### config.mk
export PLATFORM = sky130hd
export DESIGN_NAME = mem_list_reader
export DESIGN_NICKNAME = d
export VERILOG_FILES = /design/src/rtl/mem_list_reader.sv
export SDC_FILE = /design/constraint.sdc
export NUM_CORES = 1
export LEC_CHECK = 0
export ABC_CLOCK_PERIOD_IN_PS = 1520
export CELL_PAD_IN_SITES_DETAIL_PLACEMENT = 0
export CELL_PAD_IN_SITES_GLOBAL_PLACEMENT = 2
export CORE_MARGIN = 1.5
export CORE_UTILIZATION = 22
export CTS_BUF_LIST = sky130_fd_sc_hd__clkbuf_4
export DETAILED_ROUTE_END_ITERATION = 8
export PLACE_DENSITY = 0.74
export SLEW_MARGIN = 20
export SYNTH_ARGS = -nofsm -noshare
export SYNTH_HDL_FRONTEND = slang
export SYNTH_SLANG_ARGS = --single-unit
### constraint.sdc
create_clock -name clk -period 1.52 [get_ports clk]
set_clock_uncertainty 0.2 [all_clocks]
set_input_delay 0.304 -clock clk [delete_from_list [all_inputs] [get_ports clk]]
set_output_delay 0.304 -clock clk [all_outputs]
set_load 0.01 [all_outputs]
### src/rtl/mem_list_reader.sv
// mem_list_reader: walks a parameter-baked memory descriptor table and
// streams header/width/height/mask words over a valid/ready port.
// Ports: clk, reset (sync, active-high), start, busy, out_data,
//        out_valid, out_ready, out_last, done.
module mem_list_reader #(
  parameter int ENTRIES = 4,
  parameter logic [32*ENTRIES-1:0] WIDTHS  = {ENTRIES{32'd1}},
  parameter logic [32*ENTRIES-1:0] HEIGHTS = {ENTRIES{32'd1}},
  parameter logic [32*ENTRIES-1:0] MASKS   = {ENTRIES{32'd1}},
  parameter logic [7:0] TAG = 8'hA5
) (
  input  logic        clk,
  input  logic        reset,
  input  logic        start,
  output logic        busy,
  output logic [31:0] out_data,
  output logic        out_valid,
  input  logic        out_ready,
  output logic        out_last,
  output logic        done
);

  localparam int IW = (ENTRIES > 1) ? $clog2(ENTRIES) : 1;
  localparam logic [IW-1:0] LAST = IW'(ENTRIES - 1);

  typedef enum logic [2:0] {
    S_IDLE, S_HDR, S_WID, S_HGT, S_MSK, S_FIN
  } state_t;

  state_t        state;
  logic [IW-1:0] idx;
  logic          fire;

  assign fire = out_valid && out_ready;

  function automatic logic [31:0] word_of(
    input state_t        s,
    input logic [IW-1:0] i
  );
    int k;
    k = int'(i);
    word_of = '0;
    case (s)
      S_HDR:   word_of = {TAG, 8'(i), 16'(ENTRIES)};
      S_WID:   word_of = WIDTHS[32*k +: 32];
      S_HGT:   word_of = HEIGHTS[32*k +: 32];
      S_MSK:   word_of = MASKS[32*k +: 32];
      default: word_of = '0;
    endcase
  endfunction

  // The next word is loaded together with the state change so the
  // output stays registered and back-to-back handshakes have no bubbles.
  always_ff @(posedge clk) begin
    if (reset) begin
      state     <= S_IDLE;
      idx       <= '0;
      busy      <= 1'b0;
      out_data  <= '0;
      out_valid <= 1'b0;
      out_last  <= 1'b0;
      done      <= 1'b0;
    end else begin
      case (state)
        S_IDLE, S_FIN: begin
          done <= 1'b0;
          if (start) begin
            state     <= S_HDR;
            idx       <= '0;
            busy      <= 1'b1;
            out_valid <= 1'b1;
            out_last  <= 1'b0;
            out_data  <= word_of(S_HDR, '0);
          end else begin
            state <= S_IDLE;
          end
        end
        S_HDR: if (fire) begin
          state    <= S_WID;
          out_data <= word_of(S_WID, idx);
        end
        S_WID: if (fire) begin
          state    <= S_HGT;
          out_data <= word_of(S_HGT, idx);
        end
        S_HGT: if (fire) begin
          state    <= S_MSK;
          out_data <= word_of(S_MSK, idx);
          out_last <= (idx == LAST);
        end
        S_MSK: if (fire) begin
          if (idx != LAST) begin
            state    <= S_HDR;
            idx      <= IW'(idx + 1'b1);
            out_data <= word_of(S_HDR, IW'(idx + 1'b1));
            out_last <= 1'b0;
          end else begin
            state     <= S_FIN;
            busy      <= 1'b0;
            out_valid <= 1'b0;
            out_data  <= '0;
            out_last  <= 1'b0;
            done      <= 1'b1;
          end
        end
        default: state <= S_IDLE;
      endcase
    end
  end

endmodule

After elaboration in Yosys (flattened, before gate mapping)
Index checks and enable logic that the tools add are counted.
{ "word_totals": {"regBits": 40, "out_inout_bits": 36, "wordCells": 63} }
{ "op_classes": {"addsub": 1, "eq_ne": 15, "shifts": 1, "muxes": 27, "n_reduce_logical": 13} }
{ "op_table": {"columns": ["operator", "count"], "rows": [
  ["two-way mux 32 bit", 4],
  ["indexed part select 128 x 8 -> 32 bit (first input constant)", 1],
  ["case mux 32 bit (3 select lines)", 1],
  ["AND reduction 4 bit", 5],
  ["!= test 2 bit (second input constant)", 8],
  ["two-way mux 3 bit", 5],
  ["case mux 3 bit (5 select lines)", 1],
  ["two-way mux 1 bit", 9],
  ["equality test 3 x 2 -> 1 bit (second input constant)", 2],
  ["equality test 3 bit (second input constant)", 2],
  ["two-way mux 2 bit", 3],
  ["nonzero test 3 bit", 2],
  ["case mux 1 bit (2 select lines)", 2],
  ["case mux 2 bit (2 select lines)", 1],
  ["equality test 3 x 1 -> 1 bit (second input constant)", 1],
  ["logical NOT 3 bit", 1],
  ["case mux 1 bit (3 select lines)", 1],
  ["AND reduction 3 bit", 1],
  ["OR reduction 3 bit", 1],
  ["adder 2 x 1 -> 2 bit (second input constant)", 1],
  ["equality test 2 bit (second input constant)", 1],
  ["!= test 2 x 1 -> 1 bit (second input constant)", 1],
  ["nonzero test 2 bit", 1],
  ["OR reduction 2 bit", 1],
  ["logical AND 1 bit", 1]
]} }

Longest topological paths before layout
{ "logic_depth": {"depth_word": 4, "mapped_depth": 5, "depth_no_buf": 4} }

Worst setup path before layout
OpenSTA, ideal clock, no wires.
{ "synth_path": {"kind": "register to register", "from": "register out_valid", "to": "register idx[1]", "setup_ns": 0.075, "arrival_ns": 1.335, "t_required_ns": 1.245, "slack_ns": -0.090, "stages_incl_launch_ff": 5, "path_buffers": 0, "path_cell_list": "dfxtp_1 and2_2 nand2_1 or4b_1 o22ai_1"} }
{ "synth_between": {"elab_chain_cells": 3} }
{ "synth_lines": {"columns": ["item", "line", "source"], "rows": [
  ["from (decl)", "17", "output logic out_valid,"],
  ["from (signal assigned)", "60", "out_valid <= 1'b0;"],
  ["from (signal assigned)", "71", "out_valid <= 1'b1;"],
  ["from (signal assigned)", "100", "out_valid <= 1'b0;"],
  ["logical AND 1 bit", "34", "assign fire = out_valid && out_ready;"],
  ["!= test 2 bit (no line)", null, null],
  ["AND reduction 4 bit (no line)", null, null],
  ["to (signal assigned)", "94", "idx <= IW'(idx + 1'b1);"],
  ["to (decl)", "31", "logic [IW-1:0] idx;"]
]} }
No other way between the ends.
A chain may end at the register's enable or synchronous reset.

Worst setup path after layout
{ "layout_path": {"from": "register state[1]", "to": "register out_data[26]"} }
{ "layout_between": {"elab_chain_cells": 4, "word_cells_on_any_way": 14} }
{ "layout_lines": {"columns": ["item", "line", "source"], "rows": [
  ["from (decl)", "30", "state_t state;"],
  ["from (signal assigned)", "56", "state <= S_IDLE;"],
  ["from (signal assigned)", "68", "state <= S_HDR;"],
  ["from (signal assigned)", "75", "state <= S_IDLE;"],
  ["equality test 3 x 2 -> 1 bit, or another cell as far along", "64", "case (state)"],
  ["OR reduction 3 bit (no line) / OR reduction 2 bit (equally long branches)", null, null],
  ["!= test 2 x 1 -> 1 bit (no line), or another cell as far along", null, null],
  ["AND reduction 4 bit (no line)", null, null],
  ["to (signal assigned)", "73", "out_data <= word_of(S_HDR, '0);"],
  ["to (signal assigned)", "80", "out_data <= word_of(S_WID, idx);"],
  ["to (signal assigned)", "84", "out_data <= word_of(S_HGT, idx);"],
  ["to (decl)", "16", "output logic [31:0] out_data,"]
]} }
Parallel ways exist; a longest one is shown, timed or not.

==> flow_summary_export.csv <==
group,metric,value,unit
grt,grt_overflow_total,0,
clock_network,clockRootBuffer,"clkbuf_4",
clock_network,cts_tree,"done",
floorplanning,start_util,0.230,
timing,finalSetupViolations,7,
timing,finalCritPeriodShare,1.09,
synthesis,syn_area_per_cell,8.75,um^2
clock_network,clk_path_buf_depth,2,
timing,fin_crit,1.66,ns
grt,grt_start_max_net_pins,11,
critical_path,critPathMaxFanout,4,
critical_path,crit_chain,"buf_12, nor3b_4, a211oi_4, buf_12, and3_4, o21ba_1",
routing,drc,0,
floorplanning,io_pins,40,
finish,final_area,0.00139,mm^2
power_and_ir_drop,pwr-share-comb,0.305,
placement,gp_congestion,0.800,
finish,diodes,0,
synthesis,netlist_instances,106,
power_and_ir_drop,peakVddDrop,0.000188,V
critical_path,cp-start-kind,"register",
clock_network,clkTransAtPathRegs,0.08,ns
finish,nets,150,
finish,fillers,445,
placement,port_buffers,15,
timing,hold_viol,0,
floorplanning,core,0.00403,mm^2
placement,dpl.hpwl,1580,um
critical_path,cpMaxStageDelayCell,"dfxtp_4",
grt,grt_pass1_vias,691,
timing,slew_violations,0,
routing,viasPerCell,4.24,
power_and_ir_drop,internal-power,538,uW
floorplanning,dieHeight,67.9,um
timing,rsz0062_at_grt,"true",
clock_network,htreeDepth,1,
clock_network,cts-hold-fix-buffers,0,
routing,drt-total-wl,2360,um
grt,grt.total_usage,0.0947,
power_and_ir_drop,leakage,0.000617,uW
run,max_cap_violations,0,
power_and_ir_drop,power_frac_seq,0.427,
routing,dr.pass1.iters,4,
clock_network,cts_buffers,3,
timing,fin_tns_setup,-0.640,ns
critical_path,crit_arrival,1.64,ns
routing,ant_nets,0,
finish,fin_cells,194,
routing,drt_iter0_drc,25,
synthesis,synth_area,927,um^2
critical_path,critPathCaptureType,"register",
placement,placed_cell_area,0.00113,mm^2
timing,finalWorstSetupSlack,-0.137,ns
routing,vias,822,
synthesis,yosys_register_bits,12,
synthesis,ys_seq_area_frac,0.259,
synthesis,ys_warn_count,0,
grt,antenna_found_initial,0,
power_and_ir_drop,p_clk_frac,0.268,
power_and_ir_drop,switching_share,0.323,
clock_network,clk_latency,0.28,ns
finish,area_growth,49.8,%
grt,grt_pass1_wl,3260,um
synthesis,synth.distinct_cells,41,
critical_path,cp_common_cell,"buf_12",
clock_network,clock-sinks,12,
floorplanning,num_rows,23,
status,violations,"setup timing",
floorplanning,die_x,67.9,um
finish,drive_gt1_frac,0.451,
power_and_ir_drop,power.density,572,mW/mm^2
power_and_ir_drop,netSwitchingPower,257,uW
critical_path,crit_required,1.50,ns
status,status,"complete, but fails checks",
critical_path,worstSetupPathType,"reg2reg",
floorplanning,fp.dieArea,0.00461,mm^2
min_path,min_path_type,"reg2reg",
placement,dp_cells,180,
routing,wl_per_cell,12.2,um
critical_path,slowest_delay,0.37,ns
timing,fmax,0.604,GHz
## cells in the final DEF, fill, tap and decap left out, types with 3 or more instances in the layout
cell type and n:
nor3_1 3, a21oi_1 3, nand2_1 5, dfxtp_2 3
buf_6 9, clkbuf_4 3, conb_1 24, nand2b_1 3
dfxtp_4 4, buf_4 17, dlygate4sd2_1 12, nor2_1 3
dfxtp_1 5
## flip-flops by register name, indices dropped and copies added, names as in the netlist
name       count
done           1
out_last       1
out_data       4
state          3
out_valid      1
idx            2
## per-layer routing
layer  share of wire  GRT usage
met1            0.40      0.113
met5               0          0
met4          0.0085     0.0225
met3           0.066     0.0247
met2            0.53      0.169
## critical path: cells and delay by family (launching register included)
family	cells	cell delay [ns]
compound gates	2	0.29
buf+inv	2	0.27
flops	1	0.37
simple gates	2	0.42
## what timing repair did
item | CTS | global route
setup buffers | 6 | 5
endpoints found under the setup margin | 20 | 11
endpoints found under the hold margin | 0 | 0
resized for setup | 34 | 20
pin swaps | 7 | 10
## per-stage QoR
step / setup WS [ns] / power (uW) / hold slack (ns) / utilization
after floorplan: 0.00228 / 525 / 0.251 / -
after global placement: -0.501 / 549 / 0.263 / 0.280
after detailed placement: -0.554 / 551 / 0.261 / 0.280
after CTS: -0.105 / 764 / 0.270 / 0.314
after global routing: -0.196 / 843 / 0.285 / 0.345
final: -0.137 / 795 / 0.274 / 0.345
## path summary, 6_finish.rpt
| path | start | to | slack, ns | cells past startpoint |
|---|---|---|---|---|
| worst max-delay path | state[1]$_SDFFE_PP0P_ | out_data[26]$_SDFFE_PP0P_ | -0.14 | 6 |
| worst min-delay path | out_data[17]$_SDFFE_PP0P_ | out_data[17]$_SDFFE_PP0P_ | 0.27 | 2 |
| worst max register to register | state[1]$_SDFFE_PP0P_ | out_data[26]$_SDFFE_PP0P_ | -0.14 | 6 |
| worst min register to register | out_data[17]$_SDFFE_PP0P_ | out_data[17]$_SDFFE_PP0P_ | 0.27 | 2 |
## cells in the mapped netlist, drive strengths merged
cell,instances,area (um^2)
a31oi,2,12.5
and3,1,6.26
or4b,1,10.0
buf,32,251
nand4b,1,8.76
nor4b,1,15.0
xor2,1,8.76
a21boi,1,7.51
nor3,5,25.0
and2,1,7.51
nand4,1,6.26
a21oi,5,28.8
and3b,2,20.0
ha,1,12.5
clkbuf,1,3.75
nand2b,5,31.3
conb,1,3.75
nor2,3,11.3
nor2b,2,12.5
a211oi,1,12.5
and2b,1,7.51
dfxtp,12,240
nor3b,2,26.3
o21ba,2,20.0
o211ai,1,7.51
nand4bb,1,11.3
o21ai,4,23.8
nand2,5,18.8
a2111o,1,11.3
o22ai,2,12.5
o21a,2,15.0
and4b,1,13.8
nand3,2,10.0
inv,1,3.75
a311o,1,10.0
## power groups by stage
| stage | clock [uW] | combinational, uW | sequential (uW) |
|---|---|---|---|
| global route | 239 | 262 | 342 |
| floorplan | 0 | 176 | 349 |
| finish | 213 | 242 | 339 |
| CTS | 218 | 206 | 339 |
| global placement | 0 | 202 | 347 |
| detailed placement | 0 | 202 | 348 |
## cells by family after synthesis
logic type | count (synthesis) | share of synthesized area
other | 1 | 0.00404
buffers and inverters | 34 | 0.279
DFF | 12 | 0.259
xor gates and xnor gates | 1 | 0.00945
AOI/OAI and AO/OA | 22 | 0.174
and+or+nand+nor | 35 | 0.260
adders and majority gates | 1 | 0.0135
## cell type report
cell class / instances / area (um^2) / area share
clock buffers: 3 / 22.5 / 0.0162
flip-flops and latches: 12 / 259 / 0.186
clock inverters: 1 / 3.75 / 0.00270
multi-input cells: 83 / 628 / 0.452
inverters: 1 / 3.75 / 0.00270
well taps: 50 / 62.6 / 0.0450
repair buffers: 44 / 409 / 0.295
(Power assumes the default switching activity.)
